===== config.mk =====
export PLATFORM = sky130hd
export DESIGN_NAME = vga_timing_out
export DESIGN_NICKNAME = d
export VERILOG_FILES = /design/src/rtl/vga_timing_out.sv
export SDC_FILE = /design/constraint.sdc
export NUM_CORES = 1
export LEC_CHECK = 0
export BUFFER_PORTS_ARGS = -buffer_cell sky130_fd_sc_hd__buf_2
export CAP_MARGIN = 0
export CORE_ASPECT_RATIO = 1.2
export CORE_MARGIN = 2
export CORE_UTILIZATION = 53
export DETAILED_ROUTE_END_ITERATION = 10
export PLACE_DENSITY = 0.9
export SETUP_SLACK_MARGIN = 0.1
export SLEW_MARGIN = 15
export SYNTH_ARGS = -nofsm -noshare
export SYNTH_HDL_FRONTEND = slang
export SYNTH_SLANG_ARGS = --single-unit

===== constraint.sdc =====
create_clock -name clk -period 4.38 [get_ports clk]
set_clock_uncertainty 0.2 [all_clocks]
set_input_delay 0.438 -clock clk [delete_from_list [all_inputs] [get_ports clk]]
set_output_delay 0.438 -clock clk [all_outputs]
set_load 0.03 [all_outputs]

===== src/rtl/vga_timing_out.sv =====
// 640x480@60 VGA timing generator and colour output stage for the objects-mux pipeline.
// Optional colour-bar generator enabled by defining VGA_TEST_PATTERN_EN.
module vga_timing_out #(
  parameter int unsigned PIPE_DELAY = 2,
  parameter int unsigned H_VIS      = 640,
  parameter int unsigned H_FP       = 16,
  parameter int unsigned H_SYNC     = 96,
  parameter int unsigned H_BP       = 48,
  parameter int unsigned V_VIS      = 480,
  parameter int unsigned V_FP       = 10,
  parameter int unsigned V_SYNC     = 2,
  parameter int unsigned V_BP       = 33
) (
  input  logic        clk,
  input  logic        resetN,
  input  logic [7:0]  redIn,
  input  logic [7:0]  greenIn,
  input  logic [7:0]  blueIn,
  input  logic        testPatternSel,
  output logic [10:0] pixelX,
  output logic [9:0]  pixelY,
  output logic        startOfFrame,
  output logic [7:0]  redOut,
  output logic [7:0]  greenOut,
  output logic [7:0]  blueOut,
  output logic        hSync,
  output logic        vSync,
  output logic        blankN
);

  localparam int unsigned HTot = H_VIS + H_FP + H_SYNC + H_BP;
  localparam int unsigned VTot = V_VIS + V_FP + V_SYNC + V_BP;

  if (HTot > 2048) begin : g_bad_htot
    $error("vga_timing_out: horizontal total exceeds 2048");
  end
  if (VTot > 1024) begin : g_bad_vtot
    $error("vga_timing_out: vertical total exceeds 1024");
  end
  if (PIPE_DELAY > 7) begin : g_bad_delay
    $error("vga_timing_out: PIPE_DELAY must be 0..7");
  end

  localparam logic [10:0] HVisEnd    = 11'(H_VIS);
  localparam logic [10:0] HSyncStart = 11'(H_VIS + H_FP);
  localparam logic [10:0] HSyncEnd   = 11'(H_VIS + H_FP + H_SYNC);
  localparam logic [10:0] HLast      = 11'(HTot - 1);
  localparam logic [9:0]  VVisEnd    = 10'(V_VIS);
  localparam logic [9:0]  VSyncStart = 10'(V_VIS + V_FP);
  localparam logic [9:0]  VSyncEnd   = 10'(V_VIS + V_FP + V_SYNC);
  localparam logic [9:0]  VLast      = 10'(VTot - 1);

  logic [10:0] h_cnt_q, h_cnt_d;
  logic [9:0]  v_cnt_q, v_cnt_d;

  always_comb begin
    h_cnt_d = h_cnt_q + 11'd1;
    v_cnt_d = v_cnt_q;
    if (h_cnt_q == HLast) begin
      h_cnt_d = '0;
      v_cnt_d = (v_cnt_q == VLast) ? '0 : v_cnt_q + 10'd1;
    end
  end

  always_ff @(posedge clk or negedge resetN) begin
    if (!resetN) begin
      h_cnt_q <= '0;
      v_cnt_q <= '0;
    end else begin
      h_cnt_q <= h_cnt_d;
      v_cnt_q <= v_cnt_d;
    end
  end

  assign pixelX       = h_cnt_q;
  assign pixelY       = v_cnt_q;
  assign startOfFrame = (h_cnt_q == '0) && (v_cnt_q == '0);

  logic visible, hs_raw, vs_raw;
  assign visible = (h_cnt_q < HVisEnd) && (v_cnt_q < VVisEnd);
  assign hs_raw  = !((h_cnt_q >= HSyncStart) && (h_cnt_q < HSyncEnd));
  assign vs_raw  = !((v_cnt_q >= VSyncStart) && (v_cnt_q < VSyncEnd));

  // Timing flags are delayed to line up with RGB arriving from the object pipeline.
  logic vis_dly, hs_dly, vs_dly;
  if (PIPE_DELAY == 0) begin : g_no_dly
    assign vis_dly = visible;
    assign hs_dly  = hs_raw;
    assign vs_dly  = vs_raw;
  end else begin : g_dly
    logic [PIPE_DELAY-1:0] vis_q, hs_q, vs_q;
    always_ff @(posedge clk or negedge resetN) begin
      if (!resetN) begin
        vis_q <= '0;
        hs_q  <= '1;
        vs_q  <= '1;
      end else begin
        vis_q[0] <= visible;
        hs_q[0]  <= hs_raw;
        vs_q[0]  <= vs_raw;
        for (int i = 1; i < PIPE_DELAY; i++) begin
          vis_q[i] <= vis_q[i-1];
          hs_q[i]  <= hs_q[i-1];
          vs_q[i]  <= vs_q[i-1];
        end
      end
    end
    assign vis_dly = vis_q[PIPE_DELAY-1];
    assign hs_dly  = hs_q[PIPE_DELAY-1];
    assign vs_dly  = vs_q[PIPE_DELAY-1];
  end

  logic [23:0] rgb_d;

`ifdef VGA_TEST_PATTERN_EN
  // Only pixelX[9:7] selects a bar, so only those bits travel down the delay line.
  logic [2:0] bar_dly;
  if (PIPE_DELAY == 0) begin : g_no_bar_dly
    assign bar_dly = h_cnt_q[9:7];
  end else begin : g_bar_dly
    logic [2:0] bar_q [PIPE_DELAY];
    always_ff @(posedge clk or negedge resetN) begin
      if (!resetN) begin
        for (int i = 0; i < PIPE_DELAY; i++) bar_q[i] <= '0;
      end else begin
        bar_q[0] <= h_cnt_q[9:7];
        for (int i = 1; i < PIPE_DELAY; i++) bar_q[i] <= bar_q[i-1];
      end
    end
    assign bar_dly = bar_q[PIPE_DELAY-1];
  end

  // Bars in order white, yellow, cyan, green, magenta, red, blue, black.
  always_comb begin
    rgb_d = {redIn, greenIn, blueIn};
    if (testPatternSel) begin
      rgb_d = {{8{~bar_dly[1]}}, {8{~bar_dly[2]}}, {8{~bar_dly[0]}}};
    end
    if (!vis_dly) rgb_d = '0;
  end
`else
  logic unused_test_pattern_sel;
  assign unused_test_pattern_sel = testPatternSel;

  always_comb begin
    rgb_d = {redIn, greenIn, blueIn};
    if (!vis_dly) rgb_d = '0;
  end
`endif

  always_ff @(posedge clk or negedge resetN) begin
    if (!resetN) begin
      redOut   <= '0;
      greenOut <= '0;
      blueOut  <= '0;
      hSync    <= 1'b1;
      vSync    <= 1'b1;
      blankN   <= 1'b0;
    end else begin
      {redOut, greenOut, blueOut} <= rgb_d;
      hSync    <= hs_dly;
      vSync    <= vs_dly;
      blankN   <= vis_dly;
    end
  end

endmodule


---- Yosys cells after proc, flatten, opt, wreduce, memory -nomap -nowiden ----
Index checks and enable logic that the tools add are counted.
storage, ports and cells
  register bits after elaboration ......... 54
  input bits .............................. 27
  output and inout bits ................... 49
  word-level logic and storage cells ...... 32
cells by class
  add/subtract/negate cells ............... 2
  $lt $le $gt $ge ......................... 6
  eq/ne operators ......................... 2
  multiplexer cells ....................... 3
  reduce and logical (&&, ||, !) cells .... 8
operators by type and width
  kind                                                                 count
  two-way mux 24 bit                                                   1
  less-than comparator 11 x 10 -> 1 bit, second input constant         2
  less-than comparator 10 x 9 -> 1 bit, second input constant          2
  adder 11 x 1 -> 11 bit, second input constant                        1
  equality test 11 x 10 -> 1 bit, second input constant                1
  greater-or-equal comparator 11 x 10 -> 1 bit, second input constant  1
  zero test 11 bit                                                     1
  two-way mux 11 bit                                                   1
  adder 10 x 1 -> 10 bit, second input constant                        1
  equality test 10 bit, second input constant                          1
  greater-or-equal comparator 10 x 9 -> 1 bit, second input constant   1
  zero test 10 bit                                                     1
  two-way mux 10 bit                                                   1
  logical AND 1 bit                                                    4
  zero test 1 bit                                                      2

---- Longest topological paths before layout ----
Gate-level depths: netlist of run 1.
  depth in word-level cells ............... 3
  gate-level depth with buffers ........... 6

---- Worst setup path after synthesis of run 1 ----
Ideal clock, no wire load.
  kind .................................... flip-flop to output port
  start ................................... register v_cnt_q[0], in the netlist pixelY[0]
  end ..................................... output port startOfFrame
  data arrival time ....................... 2.252 ns
  data required time ...................... 3.742 ns
  setup slack ............................. 1.490 ns
  stages on the path, launching flop included .. 6
  path buffers ............................ 0
  path through ............................ dfrtp_1 inv_1 ha_1 nor4b_1 nand4_1 nor4_1
on the way
  longest elaborated chain between the ends .. 2
ends and longest elaborated chain
  item                      RTL line  text
  start: declaration        54        logic [9:0] v_cnt_q, v_cnt_d;
  start signal: assignment  71        v_cnt_q <= v_cnt_d;
  zero test 10 bit          77        assign startOfFrame = (h_cnt_q == '0) && (v_cnt_q == '0);
  logical AND 1 bit         77
  end: declaration          22        output logic startOfFrame,
No other way between the ends.

---- Worst setup path after layout of run 1 ----
Ends and elaborated chain as after synthesis.

==> results_tabular.tex, run 1 <==
\begin{tabular}{lr}
\hline
Metric & Value \\
\hline
\multicolumn{2}{l}{\textbf{Drt}} \\
\quad DRT Pass-1 Iters & 4 \\
\quad Iteration-0 DRC count of the detailed router & 90 \\
\quad ANT nets after route & 0 \\
\quad DRC Markers & 0 \\
\quad Routed length per placed instance & 12.9 microns \\
\quad Vias & 1,585 \\
\quad Total wirelength of the detailed-routed design & 4.02 mm \\
\quad Via density per instance & 5.08 \\
\multicolumn{2}{l}{\textbf{GRT}} \\
\quad GR Overflow Total & 0 \\
\quad First-pass GRT wire length & 6.64 mm \\
\quad Vias in the first global route & 1,501 \\
\quad Number of antenna violations at the first check in global routing & 0 \\
\quad Overall routing resource usage & 0.187 \\
\quad Maximum number of pins on one net before global-route repair & 55 \\
\multicolumn{2}{l}{\textbf{Power}} \\
\quad Maximum ir drop on the vdd rail & 211 uV \\
\quad Total power density per cell area & 316 nW/um\^{}2 \\
\quad Overall power after layout & 0.844 mW \\
\quad Lkg Pwr & 1.31 nW \\
\multicolumn{2}{l}{\textbf{Floorplan}} \\
\quad Io pins & 76 \\
\quad Number of rows created at floorplan & 25 \\
\quad Die ar. & 4590 sq um \\
\quad Core area & 3910 sq um \\
\quad Height of the die & 73.8 microns \\
\quad Chip width & 62.2 microns \\
\quad Starting density of the core & 0.550 \\
\multicolumn{2}{l}{\textbf{Placed design}} \\
\quad DP HPWL & 2.90 mm \\
\quad Number of placed instances, taps included & 304 \\
\quad Port buffer count & 74 \\
\quad RePlAce Congestion & 0.876 \\
\multicolumn{2}{l}{\textbf{Critical path}} \\
\quad Required @ worst endpoint & 3.74 ns \\
\quad Critical path launch point type & register \\
\quad Worst-case reg-to-reg path depth & 5 \\
\quad Worst reg-to-reg setup slack & 2.07 ns \\
\quad CP max stage cell & nor4b\_1 \\
\quad Critical path arrival & 2.11 ns \\
\quad Endpoint kind of the worst setup timing path & output pin \\
\quad Largest delay contributor family on the critical path & simple AND/OR/NAND/NOR gates \\
\quad Terminus of the critical flop-to-flop path & pixelY[9] \\
\quad Maximum fanout count along the critical path & 5 \\
\quad Crit Path Category & reg -> out \\
\quad WP buf/inv & 2 \\
\quad Launch point of the critical path & pixelY[0] \\
\quad Launch point of the worst reg-to-reg path & pixelX[0] \\
\quad Worst stage delay on the critical path & 0.49 ns \\
\quad Cell breakdown of the critical path & inv\_1, ha\_1, nor4b\_1, nand4\_1, nor4\_1, buf\_2 \\
\multicolumn{2}{l}{\textbf{STA}} \\
\quad Share of the clock period used by the worst path after layout & 0.628 \\
\quad RSZ-0062 raised after global routing & no \\
\quad Worst hold margin & 0.0366 ns \\
\quad Number of pins exceeding their max-slew limit in the final report & 0 \\
\quad Final setup fails & 0 \\
\quad Final Hold Viols & 0 \\
\quad Worst slew pin tran & 0.631 ns \\
\quad Final critical path time including I/O delays and setup & 2.75 ns \\
\quad Slew HR & 0.579 \\
\quad Setup total negative slack & 0 ns \\
\quad Timing-limited maximum frequency & 0.364 GHz \\
\multicolumn{2}{l}{\textbf{Synth}} \\
\quad Post-Syn Instances & 178 \\
\quad Largest family of logic cells by synthesized area & simple AND/OR/NAND/NOR gates \\
\quad Post-synthesis cell type count & 32 \\
\quad Average cell area after synthesis & 12.1 sq um \\
\quad Yosys Warn Count & 0 \\
\quad Most frequently used flop master after synthesis & dfrtp\_1 \\
\quad Post-synthesis xor/xnor area fraction & 0.0488 \\
\quad Sequential-to-total area share from yosys stat & 0.631 \\
\quad Mux share of post-synthesis cell area & 0.00523 \\
\quad Simple-gate share of the synthesized area & 0.238 \\
\quad Post-synthesis net count & 209 \\
\quad Post-synthesis sequential element count & 54 \\
\quad Synthesized cell area & 2150 sq um \\
\quad Post-synthesis compound-gate area fraction & 0.0360 \\
\quad Number of enable-type register cells in the synthesized netlist & 0 \\
\quad Synthesized-area fraction occupied by adder cells & 0.0233 \\
\quad Async set-reset flop share out of synthesis & 1.00 \\
\multicolumn{2}{l}{\textbf{CTS}} \\
\quad Maximum root-to-sink buffer count & 2 \\
\quad Clock edge transition at the registers on the reported setup and hold paths & 0.09 ns \\
\quad CTS hold repair buffers & 0 \\
\quad Clock tree from TritonCTS & done \\
\quad Clock latency at the later pin of the worst-skew pair & 0.30 ns \\
\quad Post-CTS Resized & 0 \\
\quad \# clock sinks & 54 \\
\quad TritonCTS buffer count & 5 \\
\quad Library cell used as clock root buffer & clkbuf\_8 \\
\quad Setup repair bufs after CTS & 0 \\
\quad H-tree depth & 2 \\
\multicolumn{2}{l}{\textbf{Final layout}} \\
\quad Total Nets Final & 288 \\
\quad Filler Cell Count & 297 \\
\quad Final core area utilization & 0.683 \\
\quad Non-filler cells, final & 312 \\
\quad Fraction of layout instances using a drive strength above 1 & 0.372 \\
\quad Number of diodes & 0 \\
\quad Layout overhead on the synthesized area & 24.0\% \\
\multicolumn{2}{l}{\textbf{Run status}} \\
\quad Run status & completed \\
\multicolumn{2}{l}{\textbf{Run}} \\
\quad Max-capacitance violation count & 0 \\
\multicolumn{2}{l}{\textbf{Min path}} \\
\quad Min-Delay Path Class & in -> async \\
\hline
\end{tabular}
==> placed cells by master (no fill, tap or decap), types with 3 or more instances in the layout <==
cell type,n
buf_2,74
dfrtp_1,48
and2_1,28
nand3_1,12
nor2_1,10
nand2_1,8
xor2_1,8
dfstp_2,6
inv_1,5
nand4_1,5
o21ai_0,5
nor4_1,5
clkbuf_8,5
nor3_1,4
xnor2_1,4
ha_1,4
a21o_1,3
==> logic make-up (layout without fill, tap and decap cells) <==
family,after synthesis,after routing
AND/OR/NAND/NOR,87,87
flip-flops,54,54
AO/OA/AOI/OAI,12,12
XOR/XNOR,12,12
buffers and inverters,8,88
adder cells (fa/ha/maj),4,4
multiplexers,1,1
==> per-layer routing <==
| layer | routed length, microns | up-vias | global-route usage |
|---|---|---|---|
| met3 | 323 | 7 | 0.0551 |
| met1 | 1720 | 737 | 0.228 |
| met4 | 52 | 0 | 0.0716 |
| met5 | 0 | - | 0 |
| met2 | 1920 | 70 | 0.318 |
| li1 | - | 771 | - |
==> final cells by class <==
class                   instances  area [sq um]  area share
inverters                       5          18.8     0.00703
multi-input cells             116           756       0.283
repair buffers                 75           378       0.142
well taps                      54          67.6      0.0253
flip-flops and latches         54          1360       0.509
clock inverters                 3          21.3     0.00797
clock buffers                   5          68.8      0.0258
==> synth_stat cells (2+ instances only) <==
cell type  number  area, sq um
a21o_1          3         22.5
and2_1         28          175
clkbuf_1        2         7.51
dfrtp_1        48         1200
dfstp_2         6          158
ha_1            4         50.1
inv_1           5         18.8
nand2_1         8         30.0
nand3_1        12         60.1
nand4_1         5         31.3
nor2_1         10         37.5
nor3_1          4         20.0
nor3_2          2         20.0
nor3b_1         2         15.0
nor4_1          5         31.3
o21ai_0         5         25.0
or3_1           2         12.5
or4_1           2         15.0
or4_4           2         22.5
xnor2_1         4         35.0
xor2_1          8         70.1
==> report_power, final <==
| group | internal (mW) | switching [mW] |
|---|---|---|
| logic | 0.0216 | 0.0416 |
| registers | 0.509 | 0.00242 |
| clock network | 0.112 | 0.156 |
==> sequential cells by signal, indices dropped and copies added, names as in the netlist <==
| signal | cells |
|---|---|
| g_dly.vis_q | 2 |
| blueOut | 8 |
| vSync | 1 |
| pixelY | 10 |
| pixelX | 11 |
| g_dly.vs_q | 2 |
| hSync | 1 |
| greenOut | 8 |
| blankN | 1 |
| g_dly.hs_q | 2 |
| redOut | 8 |
==> through the flow <==
stage	worst slack [ns]	cell area, sq um
after floorplan	1.49	2150
after global placement	1.94	2580
after detailed placement	1.98	2580
after CTS	1.63	2670
after global routing	1.39	2670
final	1.63	2670
==> worst reg2reg max path, delay by kind of cell, from the launching register on <==
kind | cells | cell delay (ns)
AO/OA/AOI/OAI | 1 | 0.14
adder cells (fa/ha/maj) | 1 | 0.31
AND/OR/NAND/NOR | 3 | 1.16
flip-flops | 1 | 0.43
==> worst max-delay path by stage <==
stage                              end  slack [ns]  cells after the start
after floorplan           startOfFrame        1.49                      5
after global routing      startOfFrame        1.39                      6
after global placement    startOfFrame        1.94                      6
after detailed placement  startOfFrame        1.98                      6
after CTS                 startOfFrame        1.63                      6
final                     startOfFrame        1.63                      6
No activity file was read; power rests on OpenSTA's default activity.
==> run 2: changes to the inputs <==
CORE_UTILIZATION = 49   (was 53)
PLACE_DENSITY = 0.85   (was 0.9)
clock period = 2.7 ns   (was 4.38 ns; I/O delays follow)
==> run 2 against run 1 <==
Against the previous run:
- worst hold slack better by 0.12 ns
- via count up 6.9%
- first-iteration DRC count down 28%
- critical endpoint unchanged
==> results_tabular.tex, run 2 (synthesis gave the netlist of run 1 again) <==
\begin{tabular}{lr}
\hline
Metric & Value \\
\hline
\multicolumn{2}{l}{\textbf{Run status}} \\
\quad Run status & completed \\
\multicolumn{2}{l}{\textbf{STA}} \\
\quad RSZ-0062 raised after global routing & no \\
\quad Final setup fails & 0 \\
\quad Slew HR & 0.424 \\
\quad Final Hold Viols & 0 \\
\quad Worst slew pin tran & 0.864 ns \\
\quad Number of pins exceeding their max-slew limit in the final report & 0 \\
\quad Share of the clock period used by the worst path after layout & 0.889 \\
\quad Worst hold margin & 0.159 ns \\
\quad Timing-limited maximum frequency & 0.417 GHz \\
\quad Final critical path time including I/O delays and setup & 2.40 ns \\
\quad Setup total negative slack & 0 ns \\
\multicolumn{2}{l}{\textbf{CTS}} \\
\quad Library cell used as clock root buffer & clkbuf\_8 \\
\quad Setup repair bufs after CTS & 0 \\
\quad H-tree depth & 2 \\
\quad CTS hold repair buffers & 25 \\
\quad Clock latency at the later pin of the worst-skew pair & 0.30 ns \\
\quad Clock edge transition at the registers on the reported setup and hold paths & 0.09 ns \\
\quad Clock tree from TritonCTS & done \\
\quad \# clock sinks & 54 \\
\quad Post-CTS Resized & 0 \\
\quad Maximum root-to-sink buffer count & 2 \\
\quad TritonCTS buffer count & 5 \\
\multicolumn{2}{l}{\textbf{Floorplan}} \\
\quad Height of the die & 76.6 microns \\
\quad Io pins & 76 \\
\quad Core area & 4230 sq um \\
\quad Chip width & 64.5 microns \\
\quad Number of rows created at floorplan & 26 \\
\quad Starting density of the core & 0.509 \\
\quad Die ar. & 4940 sq um \\
\multicolumn{2}{l}{\textbf{Placed design}} \\
\quad DP HPWL & 2.93 mm \\
\quad Port buffer count & 74 \\
\quad RePlAce Congestion & 0.852 \\
\multicolumn{2}{l}{\textbf{Critical path}} \\
\quad Worst reg-to-reg setup slack & 0.50 ns \\
\quad Critical path arrival & 1.93 ns \\
\quad Required @ worst endpoint & 2.23 ns \\
\quad Critical path launch point type & register \\
\quad Crit Path Category & reg -> out \\
\quad Maximum fanout count along the critical path & 5 \\
\quad Endpoint kind of the worst setup timing path & output pin \\
\multicolumn{2}{l}{\textbf{GRT}} \\
\quad Number of antenna violations at the first check in global routing & 0 \\
\quad First-pass GRT wire length & 7.27 mm \\
\quad Vias in the first global route & 1,644 \\
\quad Overall routing resource usage & 0.190 \\
\quad Maximum number of pins on one net before global-route repair & 41 \\
\quad GR Overflow Total & 0 \\
\multicolumn{2}{l}{\textbf{Drt}} \\
\quad DRC Markers & 0 \\
\quad DRT Pass-1 Iters & 4 \\
\quad Via density per instance & 4.94 \\
\quad ANT nets after route & 0 \\
\quad Routed length per placed instance & 12.8 microns \\
\quad Total wirelength of the detailed-routed design & 4.39 mm \\
\quad Iteration-0 DRC count of the detailed router & 65 \\
\quad Vias & 1,694 \\
\multicolumn{2}{l}{\textbf{Final layout}} \\
\quad Most frequent standard cell in the layout excluding fill and tap cells & buf\_2 \\
\quad Layout overhead on the synthesized area & 38.7\% \\
\quad Fraction of layout instances using a drive strength above 1 & 0.348 \\
\quad Filler Cell Count & 325 \\
\quad Highest-count cells in the layout ignoring fill and taps & buf\_2, dfrtp\_1, and2\_1 \\
\quad Total Nets Final & 317 \\
\quad Largest register FFs & 11 \\
\quad Number of diodes & 0 \\
\multicolumn{2}{l}{\textbf{Power}} \\
\quad Total power density per cell area & 504 nW/um\^{}2 \\
\quad Lkg Pwr & 1.44 nW \\
\quad Maximum ir drop on the vdd rail & 315 uV \\
\multicolumn{2}{l}{\textbf{Min path}} \\
\quad Min-Delay Path Class & reg -> reg \\
\multicolumn{2}{l}{\textbf{Run}} \\
\quad Max-capacitance violation count & 0 \\
\hline
\end{tabular}
-- run 2: final timing paths --
| path | start | cells past startpoint | endpoint |
|---|---|---|---|
| setup / recovery | pixelY[0] | 7 | startOfFrame |
| hold / removal | g_dly.vs_q[1] | 0 | vSync |
| setup reg to reg | pixelX[5] | 3 | pixelY[4] |
| hold reg to reg | g_dly.vs_q[1] | 0 | vSync |
| max in group asynchronous | resetN | 3 | redOut[7] |
| min in group asynchronous | resetN | 2 | pixelY[3] |
-- run 2: area by class of cell --
cell class / count / area (sq um) / area share
Clock buffer: 7 / 86.3 / 0.0289
Clock inverter: 1 / 30.0 / 0.0101
Inverter: 5 / 18.8 / 0.00629
Multi-Input combinational cell: 116 / 762 / 0.255
Sequential cell: 54 / 1360 / 0.455
Tap cell: 56 / 70.1 / 0.0235
Timing Repair Buffer: 104 / 658 / 0.221
-- run 2: per-layer routing --
layer,track usage,vias up,part of all wire
li1,-,827,-
met1,0.213,802,0.39
met2,0.340,57,0.54
met3,0.0428,8,0.050
met4,0.0809,0,0.020
met5,0,-,0
-- run 2: worst max-delay path: stages (launching register included) --
cell     delay (ns)
dfrtp_1        0.43
inv_1          0.11
ha_1           0.14
nor4b_1        0.22
buf_4          0.18
nand4_1        0.10
nor4_2         0.22
buf_2          0.23
-- run 2: stage by stage --
step	instances	power (mW)	setup slack (ns)	util	instance area [sq um]
detailed placement	310	0.951	0.496	0.619	2620
CTS	343	1.52	0.279	0.706	2980
floorplan	178	0.898	0.289	-	2160
finish	343	1.50	0.301	0.706	2980
global route	343	1.57	0.163	0.706	2980
global placement	310	0.949	0.515	0.619	2620
-- run 2: power breakdown --
group          internal [mW]  switching (mW)  leakage (nW)
combinational         0.0594          0.0727         0.737
sequential             0.826         0.00389         0.648
clock                  0.302           0.240        0.0585
